--- config.mk ---
export PLATFORM = sky130hd
export DESIGN_NAME = mem_stage
export DESIGN_NICKNAME = d
export VERILOG_FILES = /design/src/rtl/mem_stage_pkg.sv /design/src/rtl/mem_stage_align.sv /design/src/rtl/mem_stage.sv
export SDC_FILE = /design/constraint.sdc
export NUM_CORES = 1
export LEC_CHECK = 0
export ABC_CLOCK_PERIOD_IN_PS = 3400
export CORE_AREA = 2 2 115 117
export CTS_CLUSTER_DIAMETER = 120
export DETAILED_ROUTE_END_ITERATION = 8
export DIE_AREA = 0 0 117 119
export PLACE_DENSITY = 0.84
export SLEW_MARGIN = 20
export SYNTH_ARGS = -nofsm -noshare
export SYNTH_HDL_FRONTEND = slang
export SYNTH_SLANG_ARGS = --single-unit
--- constraint.sdc ---
create_clock -name i_clk -period 3.4 [get_ports i_clk]
set_clock_uncertainty 0.05 [all_clocks]
set_input_delay 0.68 -clock i_clk [delete_from_list [all_inputs] [get_ports i_clk]]
set_output_delay 0.68 -clock i_clk [all_outputs]
set_load 0.01 [all_outputs]
--- src/rtl/mem_stage_pkg.sv ---
// ============================================================================
// Module : PipelineReg (package)
// Brief  : Pipeline register bundles and load/store func3 encodings.
// Rev    : 1.0  initial release
// ============================================================================
`default_nettype none

package PipelineReg;

    localparam logic [2:0] F3_LB  = 3'b000;
    localparam logic [2:0] F3_LH  = 3'b001;
    localparam logic [2:0] F3_LW  = 3'b010;
    localparam logic [2:0] F3_LBU = 3'b100;
    localparam logic [2:0] F3_LHU = 3'b101;

    typedef struct packed {
        logic [31:0] ALUOutput;
        logic [31:0] rd2;
        logic [2:0]  func3;
        logic        mem_read;
        logic        mem_write;
        logic [4:0]  rd;
        logic        reg_write;
    } MEM_STATE;

    typedef struct packed {
        logic [31:0] result;
        logic [4:0]  rd;
        logic        reg_write;
    } WB_STATE;

endpackage

`default_nettype wire

--- src/rtl/mem_stage_align.sv ---
// ============================================================================
// Module : mem_align
// Brief  : Combinational store-lane/byte-enable generation, load extraction
//          with sign/zero extension, and misalignment detection.
// Rev    : 1.0  initial release
// ============================================================================
`default_nettype none

import PipelineReg::*;

module mem_align (
    input  logic [2:0]  i_st_func3,
    input  logic [1:0]  i_st_off,
    input  logic [31:0] i_st_data,
    output logic [3:0]  o_be,
    output logic [31:0] o_wdata,
    output logic        o_misaligned,
    input  logic [2:0]  i_ld_func3,
    input  logic [1:0]  i_ld_off,
    input  logic [31:0] i_ld_word,
    output logic [31:0] o_ld_data
);

    logic [7:0]  w_byte;
    logic [15:0] w_half;

    always_comb begin
        o_be    = 4'b1111;
        o_wdata = i_st_data;
        case (i_st_func3[1:0])
            2'b00: begin
                o_be    = 4'b0001 << i_st_off;
                o_wdata = {4{i_st_data[7:0]}};
            end
            2'b01: begin
                o_be    = 4'b0011 << i_st_off;
                o_wdata = {2{i_st_data[15:0]}};
            end
            default: ;
        endcase
    end

    assign o_misaligned = ((i_st_func3[1:0] == 2'b01) && i_st_off[0])
                       || ((i_st_func3[1:0] == 2'b10) && (i_st_off != 2'b00));

    always_comb begin
        case (i_ld_off)
            2'd0:    w_byte = i_ld_word[7:0];
            2'd1:    w_byte = i_ld_word[15:8];
            2'd2:    w_byte = i_ld_word[23:16];
            default: w_byte = i_ld_word[31:24];
        endcase
        w_half = i_ld_off[1] ? i_ld_word[31:16] : i_ld_word[15:0];
        case (i_ld_func3)
            F3_LB:   o_ld_data = {{24{w_byte[7]}}, w_byte};
            F3_LH:   o_ld_data = {{16{w_half[15]}}, w_half};
            F3_LBU:  o_ld_data = {24'd0, w_byte};
            F3_LHU:  o_ld_data = {16'd0, w_half};
            default: o_ld_data = i_ld_word;
        endcase
    end

endmodule

`default_nettype wire

--- src/rtl/mem_stage.sv ---
// ============================================================================
// Module : mem_stage
// Brief  : RV32 memory-access stage: req/gnt/rvalid data port, one access
//          outstanding, registered write-back bundle.
// Rev    : 1.0  initial release
// ============================================================================
`default_nettype none

import PipelineReg::*;

module mem_stage (
    input  logic        i_clk,
    input  logic        i_reset,
    input  MEM_STATE    i_mem_state,
    input  logic        i_valid,
    output logic        o_ready,
    output logic        o_dmem_req,
    output logic        o_dmem_we,
    output logic [31:0] o_dmem_addr,
    output logic [3:0]  o_dmem_be,
    output logic [31:0] o_dmem_wdata,
    input  logic        i_dmem_gnt,
    input  logic        i_dmem_rvalid,
    input  logic [31:0] i_dmem_rdata,
    output WB_STATE     o_wb_state,
    output logic        o_wb_valid,
    output logic        o_misaligned
);

    localparam logic [1:0] S_IDLE = 2'd0;
    localparam logic [1:0] S_REQ  = 2'd1;
    localparam logic [1:0] S_WAIT = 2'd2;

    logic [1:0]  state_q, state_d;
    logic [31:0] addr_q, addr_d;
    logic        we_q, we_d;
    logic [3:0]  be_q, be_d;
    logic [31:0] wdata_q, wdata_d;
    logic [2:0]  func3_q, func3_d;
    logic [4:0]  rd_q, rd_d;
    logic        reg_write_q, reg_write_d;
    WB_STATE     wb_q, wb_d;
    logic        wb_valid_q, wb_valid_d;
    logic        misaligned_q, misaligned_d;

    logic [3:0]  w_be;
    logic [31:0] w_wdata;
    logic        w_misaligned;
    logic [31:0] w_ld_data;

    mem_align u_align (
        .i_st_func3   (i_mem_state.func3),
        .i_st_off     (i_mem_state.ALUOutput[1:0]),
        .i_st_data    (i_mem_state.rd2),
        .o_be         (w_be),
        .o_wdata      (w_wdata),
        .o_misaligned (w_misaligned),
        .i_ld_func3   (func3_q),
        .i_ld_off     (addr_q[1:0]),
        .i_ld_word    (i_dmem_rdata),
        .o_ld_data    (w_ld_data)
    );

    always_comb begin
        state_d      = state_q;
        addr_d       = addr_q;
        we_d         = we_q;
        be_d         = be_q;
        wdata_d      = wdata_q;
        func3_d      = func3_q;
        rd_d         = rd_q;
        reg_write_d  = reg_write_q;
        wb_d         = wb_q;
        wb_valid_d   = 1'b0;
        misaligned_d = 1'b0;
        case (state_q)
            S_IDLE: begin
                if (i_valid) begin
                    if (!i_mem_state.mem_read && !i_mem_state.mem_write) begin
                        wb_d       = '{result: i_mem_state.ALUOutput, rd: i_mem_state.rd,
                                       reg_write: i_mem_state.reg_write};
                        wb_valid_d = 1'b1;
                    end else if (w_misaligned) begin
                        // Dropped access still retires so the pipeline keeps its slot order.
                        wb_d         = '{result: i_mem_state.ALUOutput, rd: i_mem_state.rd,
                                         reg_write: 1'b0};
                        wb_valid_d   = 1'b1;
                        misaligned_d = 1'b1;
                    end else begin
                        addr_d      = i_mem_state.ALUOutput;
                        we_d        = i_mem_state.mem_write;
                        be_d        = w_be;
                        wdata_d     = w_wdata;
                        func3_d     = i_mem_state.func3;
                        rd_d        = i_mem_state.rd;
                        reg_write_d = i_mem_state.reg_write;
                        state_d     = S_REQ;
                    end
                end
            end
            S_REQ: begin
                if (i_dmem_gnt) begin
                    if (we_q) begin
                        wb_d       = '{result: 32'd0, rd: rd_q, reg_write: 1'b0};
                        wb_valid_d = 1'b1;
                        state_d    = S_IDLE;
                    end else if (i_dmem_rvalid) begin
                        wb_d       = '{result: w_ld_data, rd: rd_q, reg_write: reg_write_q};
                        wb_valid_d = 1'b1;
                        state_d    = S_IDLE;
                    end else begin
                        state_d = S_WAIT;
                    end
                end
            end
            S_WAIT: begin
                if (i_dmem_rvalid) begin
                    wb_d       = '{result: w_ld_data, rd: rd_q, reg_write: reg_write_q};
                    wb_valid_d = 1'b1;
                    state_d    = S_IDLE;
                end
            end
            default: state_d = S_IDLE;
        endcase
    end

    always_ff @(posedge i_clk or negedge i_reset) begin
        if (!i_reset) begin
            state_q      <= S_IDLE;
            addr_q       <= 32'd0;
            we_q         <= 1'b0;
            be_q         <= 4'd0;
            wdata_q      <= 32'd0;
            func3_q      <= 3'd0;
            rd_q         <= 5'd0;
            reg_write_q  <= 1'b0;
            wb_q         <= '0;
            wb_valid_q   <= 1'b0;
            misaligned_q <= 1'b0;
        end else begin
            state_q      <= state_d;
            addr_q       <= addr_d;
            we_q         <= we_d;
            be_q         <= be_d;
            wdata_q      <= wdata_d;
            func3_q      <= func3_d;
            rd_q         <= rd_d;
            reg_write_q  <= reg_write_d;
            wb_q         <= wb_d;
            wb_valid_q   <= wb_valid_d;
            misaligned_q <= misaligned_d;
        end
    end

    assign o_ready      = (state_q == S_IDLE);
    assign o_dmem_req   = (state_q == S_REQ);
    assign o_dmem_we    = we_q;
    assign o_dmem_addr  = {addr_q[31:2], 2'b00};
    assign o_dmem_be    = be_q;
    assign o_dmem_wdata = wdata_q;
    assign o_wb_state   = wb_q;
    assign o_wb_valid   = wb_valid_q;
    assign o_misaligned = misaligned_q;

endmodule

`default_nettype wire

# After elaboration in Yosys (flattened, before gate mapping)
# Cells that the tools add are included.
dict set report classes {
  n_eq_ne 15
  n_reduce_logical 15
  shift 2
  n_bitwise 2
  mux 30
}
# cell count
set ops {}
lappend ops {{$mux 38} 6}
lappend ops {{$pmux 32 s4} 1}
lappend ops {{$pmux 38 s3} 1}
lappend ops {{$pmux 32 s2} 1}
lappend ops {{$pmux 8 s3} 1}
lappend ops {{$mux 16} 1}
lappend ops {{$mux 2} 7}
lappend ops {{$mux 1} 9}
lappend ops {{$ne 2x2->1 const B} 4}
lappend ops {{$pmux 4 s2} 1}
lappend ops {{$reduce_and 4->1} 2}
lappend ops {{$eq 2x1->1 const B} 3}
lappend ops {{$eq 2x2->1 const B} 3}
lappend ops {{$eq 3x3->1 const B} 2}
lappend ops {{$logic_not 2->1} 3}
lappend ops {{$pmux 2 s3} 1}
lappend ops {{$reduce_and 5->1} 1}
lappend ops {{$shl 1x2->4 const A} 1}
lappend ops {{$shl 2x2->4 const A} 1}
lappend ops {{$eq 3x1->1 const B} 1}
lappend ops {{$logic_and 1x1->1} 3}
lappend ops {{$logic_not 3->1} 1}
lappend ops {{$ne 3x1->1 const B} 1}
lappend ops {{$pmux 1 s3} 1}
lappend ops {{other kinds (6)} 8}
dict set report totals {
  out_inout_bits 111
  input_bits 112
  word_cells 77
  ff_bits 120
}

# Longest topological paths before layout
dict set report depth {
  word_depth 7
  depth_mapped 9
  mapped_depth_nobuf 7
}

# Modules after synthesis
# From an unflattened synthesis, not the netlist that was laid out.
dict set report unflattened {
  hier_cells 567
  hier_area_um2 6422.4
}
# mod cells_per_inst seq_area_each_um2 area_per_inst_um2 n_inst
set by_module_without_submodules {}
lappend by_module_without_submodules {mem_stage 377 3002.9 5280.1 1}
lappend by_module_without_submodules {mem_align 190 0.0 1142.3 1}

# Worst setup path before layout
# Ideal clock, no wire load.
dict set report synth_path {
  path_type {input-to-reg}
  start {in i_dmem_rdata[31]}
  end {reg wb_q (netlist bit o_wb_state[37])}
  setup_time_ps 126
  t_required_ps 3224
  path_buffers 1
  path_stages 6
  arrival_ps 2120
  setup_slack_ps 1104
  cell_sequence {mux4_2 > nor4b_4 > a211oi_4 > buf_6 > nor2_2 > a221o_1}
}
dict set report synth_via {
  elab_chain_len 6
  elab_cells_between_ends 7
  cone_classes {mux: 7}
}
# item line
set synth_lines {}
lappend synth_lines {{start: declaration} mem_stage.sv:24} ;# input logic [31:0] i_dmem_rdata,
lappend synth_lines {{$pmux 8 s3 or $mux 16 (tied branches)} {mem_stage_align.sv:47, mem_stage_align.sv:53}}
lappend synth_lines {{$pmux 32 s4 *} mem_stage_align.sv:54} ;# case (i_ld_func3)
lappend synth_lines {{$mux 38 *} {mem_stage.sv:107, mem_stage.sv:117}}
lappend synth_lines {{$mux 38} mem_stage.sv:103} ;# if (we_q) begin
lappend synth_lines {{$mux 38} mem_stage.sv:102} ;# if (i_dmem_gnt) begin
lappend synth_lines {{$pmux 38 s3 *} mem_stage.sv:76} ;# case (state_q)
lappend synth_lines {{end signal: assignment} mem_stage.sv:149} ;# wb_q <= wb_d;
lappend synth_lines {{end: declaration} mem_stage.sv:42} ;# WB_STATE wb_q, wb_d;
# Every way passes the cells marked *; elsewhere a longest branch is shown, timed or not. The select of a mux whose other input is x is not followed.
# A chain may end at the register's enable or synchronous reset.

# Final worst setup path
dict set report layout_path {
  start {reg state_q[0]}
  end {out o_ready}
}
dict set report layout_via {
  elab_chain_len 1
}
# item line
set layout_lines {}
lappend layout_lines {{start: declaration} mem_stage.sv:34} ;# logic [1:0] state_q, state_d;
lappend layout_lines {{start signal: assignment} mem_stage.sv:141} ;# state_q <= state_d;
lappend layout_lines {{$logic_not 2->1} mem_stage.sv:155} ;# assign o_ready = (state_q == S_IDLE);
lappend layout_lines {{end: declaration} mem_stage.sv:16} ;# output logic o_ready,
# No other way between the ends.

==> flow_summary.json <==
{
  "die_y_um": 119,
  "numPortBuffers": 220,
  "dieArea_um2": 13900,
  "detail_route.first_pass.iterations": 5,
  "regArea_um2": 3000,
  "cts_resized": 0,
  "fmax_mhz": 386,
  "numCtsBuffers": 17,
  "synth.distinct_cells": 48,
  "routed_wl_um": 18900,
  "fin_hold_ws_ns": 0.317,
  "drc": 0,
  "tritoncts": "yes",
  "cts_setup_buffers": 0,
  "cts.reportedPaths.clkPinSlew_ns": 0.05,
  "tns_ns": 0,
  "drive_above_1_share": 0.0673,
  "worstPathRequired_ns": 2.67,
  "core_region_area_um2": 12900,
  "final-hold-violation-count": 0,
  "synth_cells": 684,
  "powerDensity_nw_per_um2": 900,
  "synth_area_per_cell_um2": 8.95,
  "clock-sinks": 120,
  "grt_usage": 0.282,
  "overflow": 0,
  "rsz0062_at_grt": "no",
  "yosys_warnings": 0,
  "synth_flop_cell": "dfrtp_1",
  "cts-root-buf": "clkbuf_16",
  "start_kind": "flop",
  "wl_per_cell_um": 18.0,
  "slew_viol_final": 0,
  "finalCriticalPeriod_ns": 2.59,
  "grt_pass1_vias": 5585,
  "path_class": "flop to output port",
  "grt_max_degree": 65,
  "synth.yosys.seq_area_share": 0.491,
  "min_path_type": "primary input to async pin",
  "grt_pass1_wl_um": 30000,
  "drt-initial-drc-count": 457,
  "die-width_um": 117,
  "fin_crit_sh": 0.762,
  "tightest_slew_ns": 0.840,
  "clk_latency_ns": 0.41,
  "placed_cell_area_um2": 8300,
  "utilization": 0.686,
  "status": "finished clean",
  "synth_area_um2": 6120,
  "finalSetupViolCount": 0,
  "place_inst": 1026,
  "synth-edff-count": 0,
  "area_growth_pct": 44.4,
  "diodes": 0,
  "relSlewSlack": 0.440,
  "htree_levels": 4,
  "multi_input_area_um2": 2670,
  "fillCellCount": 997,
  "cap_violations": 0,
  "dpl.hpwl_um": 13900,
  "clock_path_buffers": 2,
  "crit_fanout": 8,
  "nets": 985,
  "place_congestion": 0.898,
  "synthArstFlopShare": 1.00,
  "fin_cells": 1053,
  "leakage_nw": 3.96,
  "ant_nets": 0,
  "yosys_register_bits": 120,
  "io_pins": 223,
  "vias": 5713,
  "cts_hold_buf": 0,
  "cp.arrival_ns": 1.86,
  "cp-end-kind": "output port",
  "start_util": 0.475,
  "viasPerCell": 5.43,
  "ir_drop_uv": 455,
  "most-common-layout-cells": "219 x clkdlybuf4s50_1, 195 x nand2_1, 120 x dfrtp_1",
  "rows": 42,
  "design_area_um2": 8840,
  "layout_commonest_cell": "clkdlybuf4s50_1",
  "antenna_found_initial": 0
}
-- layout make-up --
type                            count  area share
Tap cell                          176      0.0249
Timing Repair Buffer              239       0.268
Multi-Input combinational cell    481       0.302
Sequential cell                   120       0.340
Clock inverter                      5     0.00849
Inverter                           10     0.00425
Clock buffer                       22      0.0525
-- path summary, 6_finish.rpt --
kind,start,end,slack (ns),cells after the start
worst min register to register,o_dmem_be[0],o_dmem_be[0],0.42,2
max in group asynchronous,i_reset,o_dmem_wdata[10],2.17,2
worst max-delay path,state_q[0],o_ready,0.81,3
worst max register to register,state_q[1],o_wb_state[29],1.00,8
min in group i_clk,o_dmem_be[0],o_dmem_be[0],0.42,2
worst min-delay path,i_reset,addr_q[31],0.32,1
-- synthesized netlist by cell type, drive strengths merged, types with 2 or more instances --
| cell | count | area share |
|---|---|---|
| a31oi | 2 | 0.0020 |
| o21a | 2 | 0.0025 |
| o211ai | 5 | 0.0069 |
| nand2b | 4 | 0.0041 |
| a221o | 23 | 0.038 |
| mux2i | 27 | 0.044 |
| dfrtp | 120 | 0.49 |
| nor2b | 6 | 0.0061 |
| o211a | 2 | 0.0033 |
| nor2 | 43 | 0.027 |
| nand3 | 4 | 0.0033 |
| inv | 9 | 0.0055 |
| a2bb2oi | 7 | 0.010 |
| clkbuf | 29 | 0.018 |
| ha | 4 | 0.0082 |
| nor3b | 9 | 0.011 |
| nor3 | 16 | 0.013 |
| a22oi | 12 | 0.015 |
| o21ai | 67 | 0.055 |
| nand2 | 196 | 0.12 |
| a21oi | 25 | 0.020 |
| buf | 45 | 0.051 |
| mux2 | 7 | 0.013 |
-- stage by stage --
step,setup slack [ns],total power [mW]
floorplan,1.10,4.57
global placement,0.536,6.16
detailed placement,0.509,6.24
CTS,0.799,7.98
global route,0.733,8.47
finish,0.808,7.95
-- per-layer routing --
| metal | part of all wire | global-route usage |
|---|---|---|
| met5 | 0 | 0 |
| met4 | 0.026 | 0.103 |
| met3 | 0.095 | 0.0885 |
| met2 | 0.48 | 0.447 |
| met1 | 0.40 | 0.361 |
-- sequential cells by signal (all words and copies together) (netlist names), 2 cells and up --
name          cells
o_wb_state       38
addr_q           32
o_dmem_wdata     32
rd_q              5
o_dmem_be         4
func3_q           3
state_q           2
-- power by group --
group / switching (mW) / internal [mW] / leakage, nW / total, mW
Combinational: 1.87 / 1.90 / 2.19 / 3.77
Sequential: 0.404 / 2.09 / 1.50 / 2.49
Clock: 0.594 / 1.09 / 0.267 / 1.68
Total: 2.87 / 5.08 / 3.96 / 7.95
-- critical path: stages, from the launching register on --
cell             delay, ns
dfrtp_1               0.40
inv_1                 0.12
ha_1                  0.34
clkdlybuf4s50_1       0.60
-- kinds of logic (layout without fill, tap and decap cells) --
family                     after synthesis  count (layout)  share of synthesized area
other                                    1               2                   0.000613
and+or+nand+nor                        285             285                      0.196
buffers and inverters                   84             276                     0.0750
adders and majority gates                4               4                    0.00818
DFF                                    120             120                      0.491
AOI/OAI and AO/OA                      155             155                      0.169
muxes                                   35              35                     0.0607
Power figures use the tool's default switching activity.
